[config.mk]
export PLATFORM = sky130hd
export DESIGN_NAME = agc_prefix_decode_stage
export DESIGN_NICKNAME = d
export VERILOG_FILES = /design/src/rtl/agc_prefix_decode_stage.sv
export SDC_FILE = /design/constraint.sdc
export NUM_CORES = 1
export LEC_CHECK = 0
export CAP_MARGIN = 20
export CORE_ASPECT_RATIO = 0.9
export CORE_MARGIN = 2
export CORE_UTILIZATION = 46
export CTS_BUF_LIST = sky130_fd_sc_hd__clkbuf_8
export CTS_CLUSTER_SIZE = 30
export DETAILED_ROUTE_END_ITERATION = 16
export PLACE_DENSITY = 0.88
export SLEW_MARGIN = 20
export SYNTH_ARGS = -nofsm -noshare
export SYNTH_HDL_FRONTEND = slang
export SYNTH_SLANG_ARGS = --single-unit
[constraint.sdc]
create_clock -name clock -period 2.94 [get_ports clock]
set_input_delay 0.588 -clock clock [delete_from_list [all_inputs] [get_ports clock]]
set_output_delay 0.588 -clock clock [all_outputs]
set_load 0.03 [all_outputs]
[src/rtl/agc_prefix_decode_stage.sv]
`default_nettype none
// ============================================================================
// Module   : agc_prefix_decode_stage
// Purpose  : AGC front-end decode stage. Tracks the EXTEND / INDEX prefix
//            state across instructions and adds the held index to the next
//            instruction word. For every instruction that is not a prefix,
//            it registers one decode record (address class, quarter, halt
//            flag) behind a valid/ready handshake.
// Revision : 1.0 - initial release
// ----------------------------------------------------------------------------
// Ports:
//   clock        in   1       system clock
//   rst_l        in   1       asynchronous active-low reset
//   flush        in   1       synchronous pipeline flush (highest priority)
//   in_valid     in   1       fetch presents an instruction
//   in_ready     out  1       instruction accepted this cycle
//   in_instr     in   WORD_W  raw instruction word
//   in_pc        in   ADDR_W  address of in_instr
//   index_data   in   WORD_W  indexed memory word, sampled on INDEX accept
//   out_valid    out  1       decode record valid
//   out_ready    in   1       downstream consumes the record
//   out_instr    out  WORD_W  effective instruction (index applied)
//   out_pc       out  ADDR_W  pc of the emitted instruction
//   out_extended out  1       instruction executes as an extracode
//   out_class    out  4       {out_extended, opcode}
//   out_quarter  out  2       effective address quarter
//   out_region   out  2       0 REG, 1 ERASABLE, 2 FIXED
//   out_halt     out  1       halt / illegal extracode
// ============================================================================
module agc_prefix_decode_stage #(
  parameter int WORD_W       = 15,
  parameter int ADDR_W       = 12,
  parameter int NUM_REGS     = 13,
  parameter int ERASABLE_TOP = 'o2000
) (
  input  logic              clock,
  input  logic              rst_l,
  input  logic              flush,
  input  logic              in_valid,
  output logic              in_ready,
  input  logic [WORD_W-1:0] in_instr,
  input  logic [ADDR_W-1:0] in_pc,
  input  logic [WORD_W-1:0] index_data,
  output logic              out_valid,
  input  logic              out_ready,
  output logic [WORD_W-1:0] out_instr,
  output logic [ADDR_W-1:0] out_pc,
  output logic              out_extended,
  output logic [3:0]        out_class,
  output logic [1:0]        out_quarter,
  output logic [1:0]        out_region,
  output logic              out_halt
);

  // Prefix FSM states
  localparam logic [1:0] ST_NORM    = 2'd0;
  localparam logic [1:0] ST_EXT     = 2'd1;
  localparam logic [1:0] ST_IDX     = 2'd2;
  localparam logic [1:0] ST_EXT_IDX = 2'd3;

  localparam logic [1:0] RGN_REG      = 2'd0;
  localparam logic [1:0] RGN_ERASABLE = 2'd1;
  localparam logic [1:0] RGN_FIXED    = 2'd2;

  localparam logic [WORD_W-1:0] EXTEND_WORD = WORD_W'(6);
  localparam logic [2:0]        OP_INDEX    = 3'd5;
  localparam logic [2:0]        OP_HALT     = 3'd3;
  localparam logic [2:0]        OP_ZERO     = 3'd0;

  // State
  logic [1:0]        state_q, state_d;
  logic [WORD_W-1:0] idx_q, idx_d;
  logic              halted_q, halted_d;

  logic              out_valid_q, out_valid_d;
  logic [WORD_W-1:0] out_instr_q;
  logic [ADDR_W-1:0] out_pc_q;
  logic              out_ext_q;
  logic [3:0]        out_class_q;
  logic [1:0]        out_quarter_q;
  logic [1:0]        out_region_q;
  logic              out_halt_q;

  // Decode of the current input
  logic              extended;
  logic              indexed;
  logic [WORD_W-1:0] eff;
  logic [2:0]        opcode;
  logic [1:0]        quarter;
  logic [ADDR_W-1:0] addr;
  logic              is_extend;
  logic              is_index;
  logic              accept;
  logic              emit;
  logic              halt;
  logic [1:0]        region;

  assign extended = (state_q == ST_EXT) || (state_q == ST_EXT_IDX);
  assign indexed  = (state_q == ST_IDX) || (state_q == ST_EXT_IDX);

  // Index add wraps modulo 2^WORD_W.
  assign eff     = indexed ? (in_instr + idx_q) : in_instr;
  assign opcode  = eff[WORD_W-1 -: 3];
  assign quarter = eff[ADDR_W-1 -: 2];
  assign addr    = eff[ADDR_W-1:0];

  // An EXTEND word seen while already extended is not a prefix; it falls
  // through as an ordinary extracode. Extended INDEX ignores the quarter.
  assign is_extend = !extended && (eff == EXTEND_WORD);
  assign is_index  = (opcode == OP_INDEX) && (extended || (quarter == 2'd0));

  assign in_ready = !halted_q && !flush && (!out_valid_q || out_ready);
  assign accept   = in_valid && in_ready;
  assign emit     = accept && !is_extend && !is_index;

  assign halt = extended &&
                ((opcode == OP_HALT) ||
                 ((opcode == OP_ZERO) && (eff[ADDR_W-1 -: 3] == 3'b111)));

  always_comb begin
    region = RGN_FIXED;
    if (addr < ADDR_W'(NUM_REGS)) begin
      region = RGN_REG;
    end else if (addr < ADDR_W'(ERASABLE_TOP)) begin
      region = RGN_ERASABLE;
    end
  end

  // Next-state logic
  always_comb begin
    state_d     = state_q;
    idx_d       = idx_q;
    halted_d    = halted_q;
    out_valid_d = out_valid_q;

    if (flush) begin
      state_d     = ST_NORM;
      idx_d       = '0;
      halted_d    = 1'b0;
      out_valid_d = 1'b0;
    end else begin
      if (accept) begin
        if (is_extend) begin
          // EXTEND after INDEX discards the pending index.
          state_d = ST_EXT;
          idx_d   = '0;
        end else if (is_index) begin
          // A chained INDEX replaces the held value rather than summing.
          state_d = extended ? ST_EXT_IDX : ST_IDX;
          idx_d   = index_data;
        end else begin
          state_d = ST_NORM;
          idx_d   = '0;
          if (halt) begin
            halted_d = 1'b1;
          end
        end
      end

      if (emit) begin
        out_valid_d = 1'b1;
      end else if (out_ready) begin
        out_valid_d = 1'b0;
      end
    end
  end

  always_ff @(posedge clock or negedge rst_l) begin
    if (!rst_l) begin
      state_q     <= ST_NORM;
      idx_q       <= '0;
      halted_q    <= 1'b0;
      out_valid_q <= 1'b0;
    end else begin
      state_q     <= state_d;
      idx_q       <= idx_d;
      halted_q    <= halted_d;
      out_valid_q <= out_valid_d;
    end
  end

  // Record payload only changes on an emit, so it holds under backpressure.
  always_ff @(posedge clock or negedge rst_l) begin
    if (!rst_l) begin
      out_instr_q   <= '0;
      out_pc_q      <= '0;
      out_ext_q     <= 1'b0;
      out_class_q   <= '0;
      out_quarter_q <= '0;
      out_region_q  <= '0;
      out_halt_q    <= 1'b0;
    end else if (emit) begin
      out_instr_q   <= eff;
      out_pc_q      <= in_pc;
      out_ext_q     <= extended;
      out_class_q   <= {extended, opcode};
      out_quarter_q <= quarter;
      out_region_q  <= region;
      out_halt_q    <= halt;
    end
  end

  assign out_valid    = out_valid_q;
  assign out_instr    = out_instr_q;
  assign out_pc       = out_pc_q;
  assign out_extended = out_ext_q;
  assign out_class    = out_class_q;
  assign out_quarter  = out_quarter_q;
  assign out_region   = out_region_q;
  assign out_halt     = out_halt_q;

endmodule
`default_nettype wire

* Word level (Yosys, flattened, before mapping) *
Cells that the tools add are included.

operators by class
  add/sub/neg operators = 1
  $lt $le $gt $ge = 2
  equal/unequal tests = 9
  multiplexer cells = 20
  reductions and logical operators = 26

operators by type and width
  operator                number
  $mux W15                5
  $add A15 B15 Y15        1
  $eq A15 B3 Y1 const B   1
  $lt A12 B11 Y1 const B  1
  $lt A12 B4 Y1 const B   1
  $mux W2                 6
  $logic_and A1 B1 Y1     9
  $mux W1                 9
  $eq A3 B3 Y1 const B    2
  $logic_not A1 Y1        6
  $logic_or A1 B1 Y1      5
  $eq A2 B2 Y1 const B    2
  $ne A2 B2 Y1 const B    2
  $reduce_and A4 Y1       1
  $reduce_bool A2 Y1      2
  $eq A3 B2 Y1 const B    1
  $logic_not A3 Y1        1
  $reduce_bool A3 Y1      1
  $eq A2 B1 Y1 const B    1
  $logic_not A2 Y1        1

storage, ports and cells
  flip-flop bits (word level) = 56
  bits of input ports = 47
  logic and storage cells = 69

* Logic depth before layout (Yosys ltp) *
Gate-level depths: netlist of the first run.

  depth after elaboration = 12
  depth in mapped cells = 15

* Least setup slack after synthesis of the first run *
No wires, ideal clock.

  kind = input -> register
  start point = input port in_instr[0]
  end point = register out_pc_q[4], in the netlist out_pc[4]
  arrival = 3,368 ps
  data required time = 2,815 ps
  slack = -554 ps
  cell stages on the path = 14
  path buffers = 2
  cells stage by stage = ha_1 -> inv_1 -> fa_1 -> nor2b_1 -> o31a_1 -> o211ai_1 -> and4_4 -> o31ai_4 -> nor3_1 -> o31a_1 -> buf_2 -> a21oi_4 -> buf_6 -> mux2_4

on the way
  word-level cells in the longest chain between the ends = 7
  elaborated cells on any way between the ends = 12

ends and longest elaborated chain
  element                                                           RTL line  text
  from (decl)                                                       41        input logic [WORD_W-1:0] in_instr,
  $add A15 B15 Y15                                                  102       assign eff = indexed ? (in_instr + idx_q) : in_instr;
  $mux W15 (*)                                                      102
  $eq A15 B3 Y1 / $logic_not A2 Y1 (equally long branches)          109, 110
  $logic_and A1 B1 Y1 / $logic_or A1 B1 Y1 (equally long branches)  109, 110
  $logic_not A1 Y1 / $logic_and A1 B1 Y1 (equally long branches)    114, 110
  $logic_and A1 B1 Y1 / $logic_not A1 Y1 (equally long branches)    114       assign emit = accept && !is_extend && !is_index;
  $logic_and A1 B1 Y1 (*)                                           114
  to (signal assigned)                                              194       out_pc_q <= in_pc;
  to (decl)                                                         77        logic [ADDR_W-1:0] out_pc_q;

Mark *: on every way between the ends. The rest lies on a longest branch, timed or not.
A chain may end at the register's enable or synchronous reset.

* Final worst setup path of the first run *
  start point = register idx_q[0]
  end point = register out_pc_q[8], in the netlist out_pc[8]

on the way
  word-level cells in the longest chain between the ends = 7
  elaborated cells on any way between the ends = 12

ends and longest elaborated chain
  element                                                           RTL line  text
  from (decl)                                                       72        logic [WORD_W-1:0] idx_q, idx_d;
  from (signal assigned)                                            176       idx_q <= idx_d;
  $add A15 B15 Y15 (*)                                              102
  $mux W15 (*)                                                      102
  $eq A15 B3 Y1 / $logic_not A2 Y1 (equally long branches)          109, 110
  $logic_and A1 B1 Y1 / $logic_or A1 B1 Y1 (equally long branches)  109, 110
  $logic_not A1 Y1 / $logic_and A1 B1 Y1 (equally long branches)    114, 110
  $logic_and A1 B1 Y1 / $logic_not A1 Y1 (equally long branches)    114
  $logic_and A1 B1 Y1 (*)                                           114

Marks and branches as above.

==> results.toml, run 1 <==
[floorplan]
pin_count = 86
rows = 29
start_util_pct = 46.7
core-area_um2 = 6970
dieArea_um2 = 7760
die_h_um = 83.8
fp.dieW_um = 92.7

[critical_path]
timing.rr.start = "idx_q[0]"
critPathLaunchType = "register"
cp.arrival_ps = 3610
reg2reg_depth = 15
cp-end-kind = "register"
r2r_slack_ps = -470
required_ps = 3140
cp-startpoint = "idx_q[0]"
crit_slowest_cell = "dfrtp_1"
r2r-end = "out_pc[8]"
critPathKind = "reg -> reg"
crit_fanout = 8
cpPeakStageDelay_ps = 430
crit_chain = "ha_4 -> inv_2 -> fa_2 -> nor2b_4 -> o31a_1 -> buf_6 -> o211ai_1 -> and4_4 -> o31ai_4 -> nor3_2 -> o31a_1 -> a21oi_4 -> buf_12 -> buf_12 -> mux2_4"

[clocking]
cts_buffer_depth = 2
insertion_delay_ps = 310
clock-root-buffer = "clkbuf_8"
hold_buffers = 0
cts_buffers = 5
cts_tree = "built"
cts-htree-levels = 2
clkSinkCount = 50
cts.clk_slew.worst_paths_ps = 100

[logic_synthesis]
synth_ff_type = "dfrtp_1"
synth_edf_count = 0
ys_types = 64
synthAdderAreaFrac_pct = 6.00
yosysWarnings = 0
ys_seq_elements = 50
synth-simple-area-share_pct = 12.9
syn_area_per_cell_um2 = 10.5
netlist_instances = 310
synth_compound_area_share_pct = 23.7
synth_nets = 372
synthXorXnorAreaFrac_pct = 0.807
synth.area.mux_share_pct = 13.2
async_reset_ff_share_pct = 100
syn_area_um2 = 3250
seq_area_frac_synth_pct = 38.4
synth_top_family_by_area = "compound AO/OA/AOI/OAI gates"

[detailed_routing]
route.detailed.drc = 0
drt-met1-wl_um = 4590
dr_wl_met2_um = 5650
viasPerCell = 5.76
routed_wirelength_um = 11100
antenna_left = 0
via_count = 3335
route.met3.wl_um = 597
firstDrtPassIters = 5
wl_per_cell_um = 19.2
drt_iter0_markers = 166
highest_layer = "met4"

[placement]
globalplace.congestion = 0.929
port_buffers = 85
placedInstanceArea_um2 = 4830
dp_slack_ps = -1050
dp_hpwl_um = 7410

[grt]
antenna_found_initial = 0
grt_pass1_wl_um = 17700
grtUsageTotal_pct = 28.8
overflow = 0
grt_max_degree = 31
first_global_vias = 3587

[finish]
antennaDiodeCount = 0
fin_nets = 547
area_delta_synth_final_pct = 65.6
layout_commonest_cell = "buf_4"
drive_gt1_share_pct = 39.1
fin_area_um2 = 5390
final_cell_mix = "95 x buf_4, 71 x clkdlybuf4s50_1, 50 x dfrtp_1"

[pwr]
ir_drop_uv = 357
powerDensity_nw_per_um2 = 402
p_leak_nw = 2.40

[timing]
period_needed_ps = 3410
fmax_mhz = 293
setup_violations = 50
finClkSkew_ps = 9.39
slew_headroom_pct = 54.0
slew_viol_final = 0
fin_ws_ps = -469
hold_violations = 0
worstMarginPinSlew_ps = 687
min_period_over_period_pct = 116
rsz0062_at_grt = "yes"

[hold_path]
hold_class = "in -> async"

[run_status]
failed_checks = "setup timing"
status = "finished with violations"

[job]
cap_viol_max_count = 0
==> worst max-delay path by stage <==
stage	slack, ps	to	cells past startpoint
floorplan	-360	out_instr[10]	13
global placement	-980	out_pc[11]	14
detailed placement	-1050	out_instr[12]	14
CTS	-460	out_pc[8]	15
global route	-580	out_pc[6]	15
finish	-470	out_pc[8]	15
==> cell type report <==
type	instances	area (um^2)
fillers	430	1580
repair buffers	187	1660
well taps	93	116
multi-input cells	230	2210
flip-flops and latches	50	1250
clock inverters	3	43.8
inverters	11	41.3
clock buffers	5	68.8
==> through the flow <==
step / power [mW] / util, % / hold slack [ps] / TNS, ps / std cells
6_report: 2.17 / 77.4 / 225 / -19120 / 579
5_1_grt: 2.24 / 77.4 / 268 / -25080 / 579
4_1_cts: 2.15 / 76.1 / 242 / -17630 / 574
3_5_place_dp: 1.59 / 69.4 / 494 / -47500 / 549
3_3_place_gp: 1.57 / 69.4 / 491 / -43960 / 549
2_1_floorplan: 1.23 / - / 292 / -9110 / 310
==> report_power, final <==
part	switching [mW]	internal, mW	leakage [nW]
logic	0.408	0.422	1.71
clock network	0.259	0.256	0.0585
registers	0.0559	0.765	0.634
total	0.722	1.44	2.40
==> Yosys cell counts (all sizes together) (4+ instances only) <==
master,number,area [um^2]
nor2,12,45.0
nor3,8,40.0
o21ai,12,60.1
a21oi,20,111
or3,4,25.0
nand2b,6,37.5
o211ai,4,30.0
a22o,15,131
a21o,8,61.3
dfrtp,50,1250
o21a,7,52.6
mux2i,8,80.1
mux2,26,349
nand3,9,45.0
nand2,16,60.1
clkbuf,4,15.0
ha,14,175
nor2b,5,31.3
buf,15,105
inv,11,41.3
o2bb2ai,4,35.0
==> flip-flops by register name, summed over array words and instances, names as in the netlist <==
signal,count
idx_q,15
out_instr,14
out_pc,12
out_region,2
state_q,2
halted_q,1
out_class,1
out_extended,1
out_halt,1
out_valid,1
==> cells by family (layout without fill, tap and decap cells) <==
kind of cell    count (synthesis)  in the layout
fa+ha+maj                      15             15
xor+xnor                        3              3
buf+inv                        30            206
compound gates                 99             99
simple gates                   79             79
flops                          50             50
mux                            34             34
==> critical path: cells and delay by family, from the launching register on <==
kind	cells	cell delay (ps)
AOI/OAI and AO/OA	5	1190
and+or+nand+nor	3	430
adders and majority gates	2	510
DFF	1	430
buffers and inverters	4	430
muxes	1	300
==> metal layers <==
layer  vias to the layer above  global-route usage, %
met5                         -                      0
met2                       141                   51.0
met4                         0                   10.0
met3                        29                   4.97
li1                       1519                      -
met1                      1646                   35.3
==> what timing repair did <==
item	4_1_cts	5_1_grt
endpoints found under the hold margin	0	0
setup endpoints to repair	50	50
setup buffers	17	7
gates resized for setup	55	21
pin swaps	19	19
No activity file was read; power rests on OpenSTA's default activity.
==> run 2, diff against run 1 <==
--- a/config.mk
+++ b/config.mk
@@ -8,11 +8,11 @@
 export CAP_MARGIN = 20
 export CORE_ASPECT_RATIO = 0.9
 export CORE_MARGIN = 2
-export CORE_UTILIZATION = 46
+export CORE_UTILIZATION = 45
 export CTS_BUF_LIST = sky130_fd_sc_hd__clkbuf_8
 export CTS_CLUSTER_SIZE = 30
 export DETAILED_ROUTE_END_ITERATION = 16
-export PLACE_DENSITY = 0.88
+export PLACE_DENSITY = 0.87
 export SLEW_MARGIN = 20
 export SYNTH_ARGS = -nofsm -noshare
 export SYNTH_HDL_FRONTEND = slang
==> run 2 against run 1 <==
  * The flow still finishes with violations (setup timing)
  * Flip-flop and latch count unchanged
  * Utilization rose by 1.5 points
  * Hold slack got worse by 2.5 ps
  * Critical path type unchanged
  * Clock skew rose by 1.7 ps
  * Power down 2.7%
  * Non-clock buffer count grew 15
  * Die area is 2.1% higher
  * Setup slack lost 140 ps
==> results.toml, run 2 (synthesis results as in run 1) <==
[timing]
period_needed_ps = 3550
worstMarginPinSlew_ps = 758
slew_viol_final = 0
fmax_mhz = 282
finClkSkew_ps = 11.1
hold-worst-slack_ps = 222
hold_violations = 0
final.setup.tns_ps = -26140
rsz0062_at_grt = "yes"
min_period_over_period_pct = 121
setup_violations = 50
fin_ws_ps = -610
slew_headroom_pct = 49.3

[clocking]
cts-htree-levels = 2
clock-root-buffer = "clkbuf_8"
clkSinkCount = 50
cts_buffers = 5
cts_tree = "built"
insertion_delay_ps = 310
hold_buffers = 0
cts.clk_slew.worst_paths_ps = 110
cts_buffer_depth = 2

[floorplan]
fp.dieW_um = 93.6
pin_count = 86
rows = 29
die_h_um = 84.7
dieArea_um2 = 7930
core-area_um2 = 7040
start_util_pct = 46.2

[detailed_routing]
firstDrtPassIters = 5
via_count = 3527
drt_iter0_markers = 285
routed_wirelength_um = 12100
viasPerCell = 5.93
wl_per_cell_um = 20.4
antenna_left = 0
route.detailed.drc = 0

[finish]
drive_gt1_share_pct = 42.4
largest-register = "idx_q"
num-fill-cells = 433
fin_nets = 563
final_cell_mix = "97 x buf_4, 71 x clkdlybuf4s50_1, 50 x dfrtp_1"
largest_register_ff_count = 15
antennaDiodeCount = 0
layout_commonest_cell = "buf_4"
area_delta_synth_final_pct = 70.6

[critical_path]
critPathTopFamily = "compound AO/OA/AOI/OAI gates"
path_common_cell = "buf_4"
crit_chain = "ha_4 -> buf_4 -> nor2b_4 -> o31a_1 -> buf_6 -> o211ai_1 -> buf_4 -> a21oi_4 -> o31ai_4 -> xor2_1 -> a31o_4 -> buf_12 -> buf_4 -> buf_6 -> a211o_1 -> o21a_1"
crit_slowest_cell = "dfrtp_1"
r2r_slack_ps = -610
path_buf_inv = 6
required_ps = 3140
critPathLaunchType = "register"
crit_fanout = 4
cp-end-kind = "register"
cp.arrival_ps = 3750
critPathKind = "reg -> reg"
cpPeakStageDelay_ps = 430

[grt]
first_global_vias = 3604
grtUsageTotal_pct = 28.9
grt_pass1_wl_um = 18100
overflow = 0
grt_max_degree = 32
antenna_found_initial = 0

[pwr]
powerDensity_nw_per_um2 = 379
cellInternalPower_mw = 1.37
power.switching_mw = 0.738
power_frac_seq_pct = 39.0
power_frac_clock_pct = 20.6
power.total_mw = 2.11
p_leak_nw = 2.43
ir_drop_uv = 322
power.share.combinational_pct = 40.4
swShare_pct = 35.0

[placement]
port_buffers = 85
globalplace.congestion = 0.943
dp_hpwl_um = 7340

[hold_path]
hold_class = "in -> async"

[run_status]
failed_checks = "setup timing"
status = "finished with violations"

[job]
cap_viol_max_count = 0
run 2: cell count changes in the layout (fill, tap and decap cells not counted), moves of 3 or more:
cell / previous run / this run
buf_8: 0 / 3
mux2_2: 3 / 6
dlymetal6s2s_1: 3 / 0
mux2_4: 23 / 20
buf_6: 4 / 16
dlygate4sd2_1: 4 / 8
run 2: worst register-to-register path, delay by kind of cell (launching register included):
family | cells | cell delay, ps
flops | 1 | 430
fa+ha+maj | 1 | 260
xor+xnor | 1 | 190
buf+inv | 6 | 840
compound gates | 7 | 1590
simple gates | 1 | 120
run 2: metal layers:
layer | GRT usage (%) | part of all wire (%) | vias up
met5 | 0 | 0 | -
met1 | 35.5 | 38 | 1707
met2 | 50.6 | 51 | 214
met3 | 5.48 | 7.4 | 58
met4 | 10.3 | 3.8 | 0
li1 | - | - | 1548
run 2: final timing paths:
kind,depth (start not counted),startpoint,end
worst min register to register,1,out_pc[1],out_pc[1]
worst max-delay path,16,idx_q[2],out_extended
worst max register to register,16,idx_q[2],out_extended
min in group clock,1,out_pc[1],out_pc[1]
worst min-delay path,1,rst_l,idx_q[9]
max in group asynchronous,2,rst_l,out_pc[7]
run 2: what timing repair did:
action                                 in CTS  in global routing
pin swaps                                  35                 19
setup endpoints to repair                  50                 50
buffers inserted                           27                  9
endpoints found under the hold margin       0                  0
resized for setup                          75                 24
cloned                                      2                  0
run 2: final cells by class:
cell class,count,area (um^2),area share [%]
Tap cell,93,116,2.10
Sequential cell,50,1250,22.5
Inverter,11,41.3,0.744
Timing Repair Buffer,202,1810,32.6
Clock buffer,5,68.8,1.24
Clock inverter,3,23.8,0.428
Multi-Input combinational cell,231,2240,40.4
run 2: power by group through the flow:
stage / combinational [mW] / sequential [mW] / clock [mW]
floorplan: 0.256 / 0.975 / 0
global placement: 0.749 / 0.826 / 0
detailed placement: 0.765 / 0.828 / 0
CTS: 0.830 / 0.818 / 0.435
global route: 0.888 / 0.829 / 0.470
finish: 0.852 / 0.821 / 0.433
run 2: through the flow:
| step | util (%) | setup slack [ps] | area (um^2) | instances |
|---|---|---|---|---|
| 5_1_grt | 78.9 | -635 | 5550 | 595 |
| 4_1_cts | 77.6 | -418 | 5470 | 591 |
| 3_5_place_dp | 69.0 | -1610 | 4860 | 554 |
| 2_1_floorplan | - | -363 | 3400 | 310 |
| 3_3_place_gp | 69.0 | -1470 | 4860 | 554 |
| 6_report | 78.9 | -610 | 5550 | 595 |
==> run 3, diff against run 2 <==
--- a/config.mk
+++ b/config.mk
@@ -6,13 +6,13 @@
 export NUM_CORES = 1
 export LEC_CHECK = 0
 export CAP_MARGIN = 20
-export CORE_ASPECT_RATIO = 0.9
+export CORE_ASPECT_RATIO = 1.25
 export CORE_MARGIN = 2
 export CORE_UTILIZATION = 45
 export CTS_BUF_LIST = sky130_fd_sc_hd__clkbuf_8
 export CTS_CLUSTER_SIZE = 30
 export DETAILED_ROUTE_END_ITERATION = 16
-export PLACE_DENSITY = 0.87
+export PLACE_DENSITY = 0.84
 export SLEW_MARGIN = 20
 export SYNTH_ARGS = -nofsm -noshare
 export SYNTH_HDL_FRONTEND = slang
==> constraint.sdc (replaced) <==
create_clock -name clock -period 3.67 [get_ports clock]
set_input_delay 0.734 -clock clock [delete_from_list [all_inputs] [get_ports clock]]
set_output_delay 0.734 -clock clock [all_outputs]
set_load 0.03 [all_outputs]
==> run 3 against run 2 <==
  * The flow now finishes without violations
  * Utilization down 5.9 points
  * Flip-flop and latch count unchanged
  * Clock power down 26%
  * Combinational power down 27%
  * Largest power group is now sequential cells
==> results.toml, run 3 (synthesis results as in run 1) <==
[run_status]
status = "completed"

[clocking]
hold_buffers = 0
cts-htree-levels = 2
cts_buffers = 5
insertion_delay_ps = 300
cts_tree = "built"
cts.clk_slew.worst_paths_ps = 90
clock-root-buffer = "clkbuf_8"
cts_buffer_depth = 2
clkSinkCount = 50

[timing]
rsz0062_at_grt = "yes"
fin_ws_ps = 55.9
worstMarginPinSlew_ps = 630
fmax_mhz = 277
final.setup.tns_ps = 0
hold_violations = 0
slew_headroom_pct = 58.0
setup_violations = 0
slew_viol_final = 0
period_needed_ps = 3610
hold-worst-slack_ps = 444
min_period_over_period_pct = 98.5
finClkSkew_ps = 4.84

[finish]
stdcell_count = 557
layout_commonest_cell = "buf_4"
fin_area_um2 = 5090
antennaDiodeCount = 0
drive_gt1_share_pct = 32.3
largest-register = "idx_q"
final_cell_mix = "78 x buf_4, 74 x clkdlybuf4s50_1, 50 x dfrtp_1"
final_core_util_pct = 73.0
area_delta_synth_final_pct = 56.5
largest_register_ff_count = 15
fin_nets = 529

[pwr]
power.total_mw = 1.60
cellInternalPower_mw = 1.06
p_leak_nw = 2.24
power_frac_clock_pct = 20.2
ir_drop_uv = 176
power_frac_seq_pct = 41.0
swShare_pct = 33.6
power.share.combinational_pct = 38.8
powerDensity_nw_per_um2 = 314
power.switching_mw = 0.537

[grt]
first_global_vias = 3196
antenna_found_initial = 0
overflow = 0
grt_pass1_wl_um = 15100
grt_max_degree = 51
grtUsageTotal_pct = 23.9

[critical_path]
cp.arrival_ps = 3810
cp-end-kind = "register"
critPathLaunchType = "primary input"
required_ps = 3870
crit_fanout = 8
critPathKind = "in -> reg"

[placement]
port_buffers = 85
dp.cells = 536
placedInstanceArea_um2 = 4640
dp_hpwl_um = 6830
dp_slack_ps = -624
globalplace.congestion = 0.869

[floorplan]
core-area_um2 = 6980
rows = 34
pin_count = 86
start_util_pct = 46.6
die_h_um = 99.1
fp.dieW_um = 80.1
dieArea_um2 = 7930

[detailed_routing]
routed_wirelength_um = 9220
route.detailed.drc = 0
antenna_left = 0
via_count = 3099
drt_iter0_markers = 96
firstDrtPassIters = 5
viasPerCell = 5.56
wl_per_cell_um = 16.5

[hold_path]
hold_class = "in -> async"

[job]
cap_viol_max_count = 0
-- run 3: worst paths after layout --
| check | slack (ps) | end | depth (start not counted) | from |
|---|---|---|---|---|
| min in group clock | 510 | out_instr[0] | 1 | out_instr[0] |
| hold reg to reg | 510 | out_instr[0] | 1 | out_instr[0] |
| hold / removal | 440 | out_pc[8] | 1 | rst_l |
| max in group asynchronous | 2800 | out_instr[11] | 1 | rst_l |
| setup reg to reg | 260 | out_pc[0] | 16 | idx_q[0] |
| setup / recovery | 60 | out_pc[10] | 15 | in_instr[1] |
-- run 3: critical path: stages --
cell             delay [ps]
clkdlybuf4s15_1         220
ha_1                    370
a211oi_4                310
o211ai_1                160
buf_4                   180
and2_1                  130
o311ai_1                270
buf_4                   170
nor3_1                   60
and4_1                  180
a31o_4                  230
a21oi_4                 190
buf_12                  140
buf_12                  120
mux2_2                  330
-- run 3: repair_timing --
item | in CTS | in global routing
cloned | 1 | 0
pin swaps | 18 | 11
hold endpoints to repair | 0 | 0
endpoints found under the setup margin | 46 | 32
buffers inserted | 11 | 2
gates resized for setup | 33 | 17
-- run 3: layout make-up --
class	count	area (um^2)
sequential	50	1250
tap	90	113
multi-input combinational	230	2060
timing repair buffer	169	1550
clock buffer	5	68.8
clock inverter	2	15.0
fill	503	1880
inverter	11	41.3
-- run 3: power by group through the flow --
stage	Sequential [mW]	Clock [mW]	Combinational, mW
3_3_place_gp	0.664	0	0.582
5_1_grt	0.664	0.349	0.654
4_1_cts	0.656	0.332	0.614
6_report	0.655	0.322	0.620
3_5_place_dp	0.666	0	0.592
2_1_floorplan	0.781	0	0.196
-- run 3: layer usage --
layer	GRT usage [%]	up-vias	wire length (um)
met2	44.3	65	4930
met5	0	-	0
met1	28.8	1549	3890
met3	2.84	8	275
li1	-	1477	-
met4	6.00	0	119
